**src/rtl/bomb_game_pkg.sv**
```systemverilog
// bomb_game_pkg: shared constants for the bomb dismantlement game controller.
// Holds the FSM state codes, the default password width, the wrong-guess
// time penalty and the default timing/try parameters.
package bomb_game_pkg;

  localparam int PSW_W          = 7;
  localparam int PENALTY_SECS   = 5;
  localparam int DEF_TICK_DIV   = 1000;
  localparam int DEF_INPUT_SECS = 30;
  localparam int DEF_MAX_TRIES  = 3;

  localparam logic [2:0] ST_IDLE  = 3'd0;
  localparam logic [2:0] ST_LOAD  = 3'd1;
  localparam logic [2:0] ST_SHOW  = 3'd2;
  localparam logic [2:0] ST_INPUT = 3'd3;
  localparam logic [2:0] ST_CHECK = 3'd4;
  localparam logic [2:0] ST_WIN   = 3'd5;
  localparam logic [2:0] ST_LOSE  = 3'd6;

endpackage

```
**src/rtl/sec_tick_gen.sv**
```systemverilog
// sec_tick_gen: divides clk by TICK_DIV and emits a one-cycle tick on the
// last count. clr restarts the count from zero; hold freezes it in place so
// a paused phase can resume exactly where it left off.
module sec_tick_gen #(
  parameter int TICK_DIV = 1000
) (
  input  logic clk,
  input  logic rst,
  input  logic clr,
  input  logic hold,
  output logic tick
);

  localparam int CNT_W = (TICK_DIV > 1) ? $clog2(TICK_DIV) : 1;
  localparam logic [CNT_W-1:0] LAST = CNT_W'(TICK_DIV - 1);

  logic [CNT_W-1:0] cnt;

  // Free-running divider counter with clear priority over hold
  always_ff @(posedge clk or negedge rst) begin
    if (!rst) begin
      cnt <= '0;
    end else if (clr) begin
      cnt <= '0;
    end else if (!hold) begin
      cnt <= (cnt == LAST) ? '0 : cnt + 1'b1;
    end
  end

  assign tick = !hold && !clr && (cnt == LAST);

endmodule

```
**src/rtl/bomb_game_ctrl.sv**
```systemverilog
// bomb_game_ctrl: round sequencer for the bomb dismantlement game.
// Latches a password, lets the show stage display it, then runs a timed
// input phase where the player submits guesses until WIN or LOSE.
// Optional feature macro BOMB_PENALTY_EN: a wrong guess also costs
// PENALTY_SECS seconds of remaining time (saturating, LOSE at zero).
module bomb_game_ctrl #(
  parameter int PSW_W      = bomb_game_pkg::PSW_W,
  parameter int TICK_DIV   = bomb_game_pkg::DEF_TICK_DIV,
  parameter int INPUT_SECS = bomb_game_pkg::DEF_INPUT_SECS,
  parameter int MAX_TRIES  = bomb_game_pkg::DEF_MAX_TRIES
) (
  input  logic             clk,
  input  logic             rst,
  input  logic             start,
  input  logic [PSW_W-1:0] psw_in,
  input  logic [PSW_W-1:0] sw,
  input  logic             confirm,
  input  logic             end_of_show,
  output logic             show_clr,
  output logic             showing,
  output logic [PSW_W-1:0] psw_out,
  output logic [2:0]       state,
  output logic [5:0]       time_left,
  output logic [1:0]       tries_left,
  output logic             win,
  output logic             lose
);

  import bomb_game_pkg::*;

  logic [2:0]       state_nx;
  logic [5:0]       time_nx;
  logic [1:0]       tries_nx;
  logic [PSW_W-1:0] psw_nx;
  logic [PSW_W-1:0] guess;
  logic [PSW_W-1:0] guess_nx;
  logic             tick;
  logic             tick_clr;
  logic             tick_hold;

  // The divider only runs in INPUT; CHECK freezes it, every other state restarts it
  always_comb begin
    tick_clr  = (state != ST_INPUT) && (state != ST_CHECK);
    tick_hold = (state != ST_INPUT);
  end

  sec_tick_gen #(
    .TICK_DIV(TICK_DIV)
  ) u_sec_tick (
    .clk (clk),
    .rst (rst),
    .clr (tick_clr),
    .hold(tick_hold),
    .tick(tick)
  );

  // Next-state and datapath decisions for the round sequencer
  always_comb begin
    state_nx = state;
    time_nx  = time_left;
    tries_nx = tries_left;
    psw_nx   = psw_out;
    guess_nx = guess;
    case (state)
      ST_IDLE, ST_WIN, ST_LOSE: begin
        if (start) state_nx = ST_LOAD;
      end
      ST_LOAD: begin
        psw_nx   = psw_in;
        time_nx  = 6'(INPUT_SECS);
        tries_nx = 2'(MAX_TRIES);
        state_nx = ST_SHOW;
      end
      ST_SHOW: begin
        if (end_of_show) state_nx = ST_INPUT;
      end
      ST_INPUT: begin
        if (tick && (time_left <= 6'd1)) begin
          time_nx  = '0;
          state_nx = ST_LOSE;
        end else begin
          if (tick) time_nx = time_left - 6'd1;
          if (confirm) begin
            guess_nx = sw;
            state_nx = ST_CHECK;
          end
        end
      end
      ST_CHECK: begin
        if (guess == psw_out) begin
          state_nx = ST_WIN;
        end else begin
          tries_nx = tries_left - 2'd1;
`ifdef BOMB_PENALTY_EN
          time_nx  = (time_left > 6'(PENALTY_SECS)) ? time_left - 6'(PENALTY_SECS) : 6'd0;
          state_nx = ((tries_nx == 2'd0) || (time_nx == 6'd0)) ? ST_LOSE : ST_INPUT;
`else
          state_nx = (tries_nx == 2'd0) ? ST_LOSE : ST_INPUT;
`endif
        end
      end
      default: state_nx = ST_IDLE;
    endcase
  end

  // Register state, datapath and the outputs decoded from the upcoming state
  always_ff @(posedge clk or negedge rst) begin
    if (!rst) begin
      state      <= ST_IDLE;
      show_clr   <= 1'b1;
      showing    <= 1'b0;
      psw_out    <= '0;
      time_left  <= '0;
      tries_left <= '0;
      win        <= 1'b0;
      lose       <= 1'b0;
      guess      <= '0;
    end else begin
      state      <= state_nx;
      time_left  <= time_nx;
      tries_left <= tries_nx;
      psw_out    <= psw_nx;
      guess      <= guess_nx;
      show_clr   <= (state_nx == ST_IDLE) || (state_nx == ST_LOAD) ||
                    (state_nx == ST_WIN)  || (state_nx == ST_LOSE);
      showing    <= (state_nx == ST_SHOW);
      win        <= (state_nx == ST_WIN);
      lose       <= (state_nx == ST_LOSE);
    end
  end

endmodule

```
**config.mk**
```make
export PLATFORM = sky130hd
export DESIGN_NAME = bomb_game_ctrl
export DESIGN_NICKNAME = d
export VERILOG_FILES = /design/src/rtl/bomb_game_pkg.sv /design/src/rtl/sec_tick_gen.sv /design/src/rtl/bomb_game_ctrl.sv
export SDC_FILE = /design/constraint.sdc
export NUM_CORES = 1
export LEC_CHECK = 0
export CELL_PAD_IN_SITES_DETAIL_PLACEMENT = 1
export CELL_PAD_IN_SITES_GLOBAL_PLACEMENT = 1
export CORE_MARGIN = 2
export CORE_UTILIZATION = 30
export CTS_CLUSTER_DIAMETER = 30
export DETAILED_ROUTE_END_ITERATION = 8
export DONT_BUFFER_PORTS = 1
export PLACE_DENSITY_LB_ADDON = 0.08
export SYNTH_ARGS = -nofsm -noshare
export SYNTH_HDL_FRONTEND = slang
export SYNTH_SLANG_ARGS = --single-unit
```
**constraint.sdc**
```tcl
create_clock -name clk -period 6.5 [get_ports clk]
set_input_delay 0.65 -clock clk [delete_from_list [all_inputs] [get_ports clk]]
set_output_delay 0.65 -clock clk [all_outputs]
set_load 0.1 [all_outputs]
```
## After elaboration in Yosys (flattened, before gate mapping)

Index checks and enable logic that the tools add are counted.

| storage, ports and cells | value |
|---|---|
| bits in registers | 39 |
| input bits | 19 |
| output and inout bits | 22 |
| logic and storage cells | 65 |

| operators by class | value |
|---|---|
| add/subtract/negate cells | 3 |
| $lt $le $gt $ge | 1 |
| equality and inequality tests | 17 |
| mux-type cells | 15 |
| bitwise logic cells | 1 |
| reduce and logical (&&, ||, !) cells | 18 |

Operators with widths:

| kind | number |
|---|---|
| $mux W10 | 3 |
| $mux W3 | 6 |
| $eq A3 B3 Y1 const B | 5 |
| $pmux W3 S5 | 1 |
| $mux W6 | 2 |
| $pmux W6 S2 | 1 |
| $add A10 B1 Y10 const B | 1 |
| $eq A10 B10 Y1 const B | 1 |
| $eq A3 B2 Y1 const B | 3 |
| $eq A7 B7 Y1 | 1 |
| $eq A3 B1 Y1 const B | 2 |
| $le A6 B1 Y1 const B | 1 |
| $logic_not A3 Y1 | 2 |
| $ne A3 B3 Y1 const B | 2 |
| $sub A6 B1 Y6 const B | 1 |
| $logic_and A1 B1 Y1 | 4 |
| $pmux W2 S2 | 1 |
| $reduce_and A2 Y1 | 2 |
| $reduce_bool A2 Y1 | 2 |
| $logic_or A1 B1 Y1 | 3 |
| $ne A3 B2 Y1 const B | 1 |
| $reduce_and A3 Y1 | 1 |
| $reduce_or A3 Y1 | 1 |
| $logic_not A1 Y1 | 2 |
| other kinds (6) | 6 |

## Logic depth before layout (Yosys ltp)

Gate-level depths: netlist (run 1).

| logic depth | value |
|---|---|
| word-level depth | 12 |
| depth in mapped cells | 8 |
| gate-level depth less buffers | 7 |

## By module

From an unflattened synthesis (run 1), not the netlist that was laid out.

| second synthesis, totals | value |
|---|---|
| cells, all modules | 208 |
| area total of the unflattened synthesis | 2,124.5 µm² |

Modules (own cells, without submodules):

| module | instances | cells an instance | area an instance (µm²) | seq. area each (µm²) |
|---|---|---|---|---|
| bomb_game_ctrl | 1 | 143 | 1,517.7 | 726.9 |
| sec_tick_gen | 1 | 65 | 606.8 | 250.2 |

## Least setup slack after synthesis (run 1)

Ideal clock, no wire load.

| timing path | value |
|---|---|
| path kind | reg2reg |
| from | register, netlist name psw_out[2] |
| to | register guess[0] |
| setup time | 0.125 ns |
| data arrival time | 2.776 ns |
| required time | 6.375 ns |
| slack | 3.599 ns |
| cell stages (with the launch flop) | 7 |
| path buffers | 0 |
| clock period less this slack | 2.901 ns |
| cells stage by stage | dfrtp_1 xnor2_1 nand3_1 o21ai_0 a21boi_0 nor4b_4 mux2_2 |

RTL lines:

| item | line | text |
|---|---|---|
| to (signal assigned) | bomb_game_ctrl.sv:123 | `guess <= guess_nx;` |
| to (decl) | bomb_game_ctrl.sv:35 | `logic [PSW_W-1:0] guess;` |

==> impl_metrics.yaml, run 1 <==
logic_synthesis:
  avgSynthCellArea_um2: 10.4
  synth_fp_nets: 214
  yosysWarningCount: 0
  synth-seq-cells: 39
  syn_inst: 191
  mappedNetlistArea_mm2: 0.00198
  yosysUniqueCellTypes: 40
  yosysSeqAreaShare_pct: 49.3
finish:
  fin_cells: 272
  fin_nets: 217
  layout-drive-gt1-share_pct: 16.4
  post-route-util_pct: 34.0
  ff_latch_area_um2: 977
  antenna_cells: 0
  fill_cells: 721
  areaGrowthSynthToFinish_pct: 9.53
  multi_input_area_um2: 963
clocking:
  ctsResizeCount: 0
  clockRootBuffer: "clkbuf_8"
  cts_max_level: 2
  cts_tree: "built"
  insertion_delay_ps: 300
  cts_buffers: 5
  cts_sinks: 39
  clkTransAtPathRegs_ps: 90
  hold_buffers: 0
  post-cts-setup-buffers: 0
  clockBufferDepth: 2
critical_path:
  path_buf_inv: 0
  crit_path_end_kind: "flop"
  reg2reg_setup_slack_ps: 3210
  worst_path_max_delay_cell: "dfrtp_1"
  crit_path_start: "psw_out[6]$_DFFE_PN0P_"
  path_cells: "xnor2_1 > nand4_1 > o21ai_0 > a21boi_0 > nor4b_4 > mux2_2"
  endpoint: "guess[3]$_DFFE_PN0P_"
  arrival_ps: 3480
  r2r_end: "guess[3]$_DFFE_PN0P_"
  cp.required_ps: 6680
  critPathKind: "flop to flop"
  start_kind: "flop"
  crit_family: "flip-flops"
  path_depth: 6
  r2r_cells: 6
  crit_path_max_incr_delay_ps: 970
  cp_max_fo: 7
  rr_startpoint: "psw_out[6]$_DFFE_PN0P_"
floorplan:
  initial_core_util_pct: 31.0
  die_w_um: 85.3
  dieArea_mm2: 0.00727
  ios: 41
  die_h_um: 85.3
  core_mm2: 0.00639
  rows: 29
route:
  firstDrtPassIters: 4
  ant_nets: 0
  routed_wirelength_mm: 4.60
  drc: 0
  first_iter_violations: 57
  via_per_inst: 5.39
  route.vias.total: 1467
  routedWlPerCell_um: 16.9
sta:
  skew_ps: 9.07
  period_needed_ps: 3290
  setup_viol: 0
  max_slew_margin_pct: 30.8
  tightest_slew_ps: 1040
  slew_violations: 0
  rsz0062_at_grt: "no"
  timing.final.crit_share_pct: 50.7
  setup_slack_ps: 3210
  finalHoldViolations: 0
  clock.fmax_mhz: 303
  fin_setup_tns_ps: 0
placement:
  dp_slack_ps: 3150
  dp.cells: 264
  hpwl_mm: 3.30
  port_buffers: 0
  gp_congestion: 0.743
global_route:
  grt_usage_pct: 13.6
  overflow: 0
  antenna_found_initial: 0
  grt_max_degree: 40
  grt_pass1_vias: 1579
  grt_pass1_wl_mm: 7.89
run:
  cap_violations: 0
min_path:
  hold_class: "input port to asynchronous set/reset pin"
run_status:
  status: "completed"
per-stage QoR:
stage / area [um2] / hold slack [ps]
CTS: 2170 / 24.7
global placement: 2080 / 356
floorplan: 1980 / 354
detailed placement: 2080 / 356
finish: 2170 / 31.0
global route: 2170 / 14.8
synth_stat cells (all sizes together):
cell     n  area [um2]
ha       4        50.1
nor4     3        18.8
dfstp    1        26.3
a211o    1        8.76
nand2b   3        18.8
a21oi    5        25.0
xor2     1        8.76
dfrtp   38         951
a21o     1        7.51
o41ai    1        8.76
inv      5        18.8
or3      1        6.26
nor2b    3        18.8
nand2   14        52.6
and4b    1        10.0
or3b     1        8.76
nand3b   3        22.5
clkbuf   7        27.5
or4      1        7.51
o21a     2        15.0
and3     5        31.3
nor4b    1        23.8
nand3    9        45.0
a22oi    1        7.51
a21boi   1        7.51
nor3     1        5.00
o31ai    3        22.5
and3b    1        8.76
nand4    2        12.5
mux2i    3        30.0
a32o     1        10.0
mux2    16         180
o211ai   1        12.5
nor3b    2        15.0
o21ai   24         124
a31oi    2        12.5
nor2    14        52.6
xnor2    8        70.1
cell families after synthesis:
kind of cell    after synthesis  synth area share (%)
fa+ha+maj                     4                  2.53
mux                          19                  10.6
flops                        39                  49.3
simple gates                 65                  18.1
xor+xnor                      9                  3.98
buf+inv                      12                  2.34
compound gates               43                  13.2
layout make-up:
type                       count  area share, %
sequential                    39           45.0
multi-input combinational    140           44.4
tap                           77           4.44
clock buffer                   5           3.17
clock inverter                 3           1.10
timing repair buffer           3           1.04
inverter                       5          0.865
routing by layer:
layer,GRT usage (%),vias to the layer above,wire length [um]
met1,16.2,738,2010
met2,22.7,32,2240
met4,4.33,0,59
met3,5.16,6,290
met5,0,-,0
li1,-,691,-
placed cells by master (no fill, tap or decap), types with 2 or more instances in the layout:
master and count:
dfrtp_1 38, o21ai_0 23, mux2_2 16, nand2_1 14
nor2_1 14, nand3_1 9, xnor2_1 8, inv_1 5
a21oi_1 5, and3_1 5, clkbuf_8 5, ha_1 4
nand2b_1 3, nor4_1 3, nand3b_1 3, mux2i_1 3
nor2b_1 3, o31ai_1 3, buf_4 3, nand4_1 2
o21a_1 2, a31oi_1 2, clkinvlp_4 2
worst min-delay path by stage:
stage	endpoint	start	slack, ps	depth (start not counted)
floorplan	guess[0]$_DFFE_PN0P_	rst	350	0
global placement	u_sec_tick.cnt[6]$_DFFE_PN0P_	rst	360	0
detailed placement	u_sec_tick.cnt[6]$_DFFE_PN0P_	rst	360	0
CTS	time_left[2]$_DFFE_PN0P_	rst	20	0
global route	psw_out[3]$_DFFE_PN0P_	rst	10	0
finish	u_sec_tick.cnt[8]$_DFFE_PN0P_	rst	30	0
state kept, by name (all words and copies together) (netlist names):
name,count
time_left,6
psw_out,7
show_clr,1
showing,1
u_sec_tick.cnt,10
guess,7
win,1
lose,1
tries_left,2
state,3
Power of run 1 is left out: the tool's default activity adds up to more than one toggle a clock period on the data nets, which glitch-free logic cannot reach.
==> inputs of run 2 (changes only) <==
clock period = 3.34 ns   (was 6.5 ns; I/O delays follow)
==> run 2 against run 1 <==
  * Count of clock-buffer cells in the layout unchanged
  * Core utilization grew 2.4 points
  * Setup slack got worse by 2600 ps
  * Non-clock buffer count up 18
  * Worst hold slack better by 150 ps
  * Critical path type unchanged
  * Highest routed layer unchanged
==> impl_metrics.yaml, run 2 (synthesis gave the netlist of run 1 again) <==
run_status:
  status: "completed"
global_route:
  antenna_found_initial: 0
  grt_max_degree: 40
  overflow: 0
  grt_pass1_wl_mm: 8.45
  grt_pass1_vias: 1687
  grt_usage_pct: 14.7
placement:
  gp_congestion: 0.732
  port_buffers: 0
  hpwl_mm: 3.60
finish:
  final_common_cell: "dfrtp_1"
  antenna_cells: 0
  fin_nets: 235
  final_cell_mix: "38 x dfrtp_1, 23 x o21ai_0, 19 x buf_4"
  largest-register: "u_sec_tick.cnt"
  reg_top3: "u_sec_tick.cnt: 10 flops, guess: 7 flops, psw_out: 7 flops"
  largest_reg_flops: 10
  post-route-util_pct: 36.3
  areaGrowthSynthToFinish_pct: 17.1
  fill_cells: 734
  layout-drive-gt1-share_pct: 23.0
route:
  firstDrtPassIters: 4
  routedWlPerCell_um: 16.6
  first_iter_violations: 38
  ant_nets: 0
  via_per_inst: 5.24
  routed_wirelength_mm: 4.82
  drc: 0
  route.vias.total: 1521
clocking:
  clockRootBuffer: "clkbuf_8"
  insertion_delay_ps: 300
  clkTransAtPathRegs_ps: 90
  cts_buffers: 5
  post-cts-setup-buffers: 0
  cts_max_level: 2
  clockBufferDepth: 2
  cts_sinks: 39
  cts_tree: "built"
min_path:
  whs_path_depth: 1
  hold_class: "input port to flop"
sta:
  skew_ps: 8.55
  period_needed_ps: 2720
  slew_violations: 0
  rsz0062_at_grt: "no"
  fin_setup_tns_ps: 0
  clock.fmax_mhz: 368
  setup_viol: 0
  finalHoldViolations: 0
  max_slew_margin_pct: 42.1
  timing.final.crit_share_pct: 81.4
  tightest_slew_ps: 870
critical_path:
  start_kind: "flop"
  reg2reg_setup_slack_ps: 620
  cp.required_ps: 3520
  cp_max_fo: 8
  r2r_cells: 7
  critPathKind: "flop to flop"
  arrival_ps: 2900
  crit_path_end_kind: "flop"
floorplan:
  initial_core_util_pct: 31.0
  rows: 29
  die_w_um: 85.3
  core_mm2: 0.00639
  ios: 41
  dieArea_mm2: 0.00727
  die_h_um: 85.3
run:
  cap_violations: 0
==> run 2: final timing paths <==
kind                                          startpoint                       endpoint
setup / recovery           u_sec_tick.cnt[0]$_DFFE_PN0P_           guess[3]$_DFFE_PN0P_
hold / removal                                     sw[2]           guess[2]$_DFFE_PN0P_
setup reg to reg           u_sec_tick.cnt[0]$_DFFE_PN0P_           guess[3]$_DFFE_PN0P_
hold reg to reg            u_sec_tick.cnt[9]$_DFFE_PN0P_  u_sec_tick.cnt[9]$_DFFE_PN0P_
max in group asynchronous                            rst             show_clr$_DFF_PN1_
min in group asynchronous                            rst  u_sec_tick.cnt[6]$_DFFE_PN0P_
==> run 2: what timing repair did <==
| item | CTS | global route |
|---|---|---|
| resized for setup | 0 | 0 |
| hold buffers | 2 | 0 |
| endpoints found under the hold margin | 39 | 0 |
==> run 2: per-layer routing <==
metal | up-vias | global-route usage (%) | wire length [um]
met5 | - | 0 | 0
met4 | 0 | 4.33 | 48
met3 | 5 | 5.35 | 306
met2 | 31 | 25.5 | 2420
met1 | 757 | 17.0 | 2040
li1 | 728 | - | -
==> run 2: area by class of cell <==
class                      instances  area, um2  area share [%]
clock buffer                       5       68.8            2.96
clock inverter                     3       23.8            1.02
inverter                           5       18.8           0.809
multi-input combinational        140        963            41.5
sequential                        39        977            42.1
tap                               77       96.3            4.15
timing repair buffer              21        173            7.44
==> run 2: worst max-delay path, cell delays in order (launching register included) <==
cell      delay (ps)
dfrtp_1          430
ha_1             240
nand4_1          130
or3_1            540
o21ai_2          210
o211ai_2         170
nor4b_4          500
mux2_2           390
==> run 2: per-stage QoR <==
| step | hold slack, ps | setup slack, ps | cells | area, um2 |
|---|---|---|---|---|
| after floorplan | 38.4 | 439 | 191 | 1980 |
| after CTS | 175 | 546 | 290 | 2320 |
| after global placement | 39.7 | 691 | 280 | 2200 |
| after global routing | 157 | 270 | 290 | 2320 |
| final | 185 | 620 | 290 | 2320 |
| after detailed placement | 40.0 | 565 | 280 | 2200 |
Power of run 2 is left out for the same reason.
==> inputs of run 3 (changes only) <==
clock period = 2.75 ns   (was 3.34 ns; I/O delays follow)
==> run 3 against run 2 <==
  * Register-to-register slack lost 400 ps
  * Clock skew rose by 2.8 ps
  * Via count increased by 1.2%
  * Count of clock-buffer cells in the layout stayed put
  * Global-route usage down 0.22 points
  * First-iteration DRC count up 58%
==> impl_metrics.yaml, run 3 (synthesis gave the netlist of run 1 again) <==
sta:
  skew_ps: 11.4
  rsz0062_at_grt: "no"
  finalHoldViolations: 0
  max_slew_margin_pct: 42.2
  slew_violations: 0
  fin_setup_tns_ps: 0
  clock.fmax_mhz: 395
  tightest_slew_ps: 868
  setup_viol: 0
  timing.final.crit_share_pct: 92.0
  period_needed_ps: 2530
critical_path:
  cp_max_fo: 7
  crit_path_end_kind: "flop"
  critPathKind: "flop to flop"
  arrival_ps: 2710
  path_cells: "or3b_1 > or3_1 > o21ai_2 > o211ai_2 > nor4b_4 > mux2_2"
  reg2reg_setup_slack_ps: 220
  start_kind: "flop"
  worst_path_max_delay_cell: "nor4b_4"
  cp.required_ps: 2930
  crit_path_max_incr_delay_ps: 500
floorplan:
  rows: 29
  core_mm2: 0.00639
  die_w_um: 85.3
  ios: 41
  die_h_um: 85.3
  initial_core_util_pct: 31.0
  dieArea_mm2: 0.00727
global_route:
  antenna_found_initial: 0
  grt_pass1_vias: 1727
  grt_pass1_wl_mm: 8.36
  grt_usage_pct: 14.5
  grt_max_degree: 40
  overflow: 0
clocking:
  cts_sinks: 39
  clkTransAtPathRegs_ps: 90
  insertion_delay_ps: 300
  post-cts-setup-buffers: 0
  hold_buffers: 2
  clockRootBuffer: "clkbuf_8"
  cts_buffers: 5
  cts_tree: "built"
  clockBufferDepth: 2
  ctsResizeCount: 0
  cts_max_level: 2
min_path:
  hold_class: "input port to flop"
route:
  first_iter_violations: 60
  ant_nets: 0
  firstDrtPassIters: 4
  routed_wirelength_mm: 4.92
  route.vias.total: 1539
  drc: 0
  via_per_inst: 5.22
  routedWlPerCell_um: 16.7
placement:
  port_buffers: 0
  gp_congestion: 0.847
  hpwl_mm: 3.72
finish:
  areaGrowthSynthToFinish_pct: 19.6
  final_common_cell: "dfrtp_1"
  fin_nets: 240
  antenna_cells: 0
  final_cell_mix: "28 x dfrtp_1, 24 x buf_4, 23 x o21ai_0"
  largest_reg_flops: 10
  layout-drive-gt1-share_pct: 29.4
  reg_top3: "u_sec_tick.cnt: 10 flops, guess: 7 flops, psw_out: 7 flops"
  largest-register: "u_sec_tick.cnt"
run:
  cap_violations: 0
run_status:
  status: "completed"
[run 3: cell count changes in the layout (fill, tap and decap cells not counted)]
cell	before	now
buf_4	19	24
dfrtp_1	38	28
dfrtp_2	0	10
[run 3: per-stage QoR]
step	cells	area [um2]	hold WS, ps	setup WS (ps)	util [%]
2_1_floorplan	191	1990	-20.6	41.6	-
3_3_place_gp	285	2250	-18.9	300	35.2
3_5_place_dp	285	2250	-18.8	215	35.2
4_1_cts	295	2370	110	178	37.1
5_1_grt	295	2370	97.4	57.9	37.1
6_report	295	2370	119	221	37.1
[run 3: routing by layer]
layer | track usage [%] | share of wire [%] | vias to the layer above | wire [um]
li1 | - | - | 737 | -
met1 | 17.2 | 42 | 762 | 2090
met2 | 25.4 | 51 | 34 | 2530
met3 | 3.89 | 4.9 | 6 | 243
met4 | 4.47 | 1.1 | 0 | 56
met5 | 0 | 0 | - | 0
[run 3: worst paths after layout]
check                                           endpoint                           from  depth (start not counted)
max                                 guess[0]$_DFFE_PN0P_  u_sec_tick.cnt[3]$_DFFE_PN0P_                          6
min                               psw_out[2]$_DFFE_PN0P_                      psw_in[2]                          1
max reg2reg                         guess[0]$_DFFE_PN0P_  u_sec_tick.cnt[3]$_DFFE_PN0P_                          6
min reg2reg                u_sec_tick.cnt[9]$_DFFE_PN0P_  u_sec_tick.cnt[9]$_DFFE_PN0P_                          1
max in group asynchronous             show_clr$_DFF_PN1_                            rst                          2
min in group asynchronous  u_sec_tick.cnt[6]$_DFFE_PN0P_                            rst                          2
[run 3: final cells by class]
cell class	count	area, um2
clock buffers	5	68.8
clock inverters	3	23.8
fillers	734	4020
inverters	5	18.8
multi-input cells	140	963
flip-flops and latches	39	990
well taps	77	96.3
repair buffers	26	210
[run 3: worst max-delay path, delay by kind of cell, from the launching register on]
kind,cells,cell delay (ps)
DFF,1,430
muxes,1,390
AOI/OAI and AO/OA,2,310
and+or+nand+nor,3,1280
Power of run 3 is left out for the same reason.
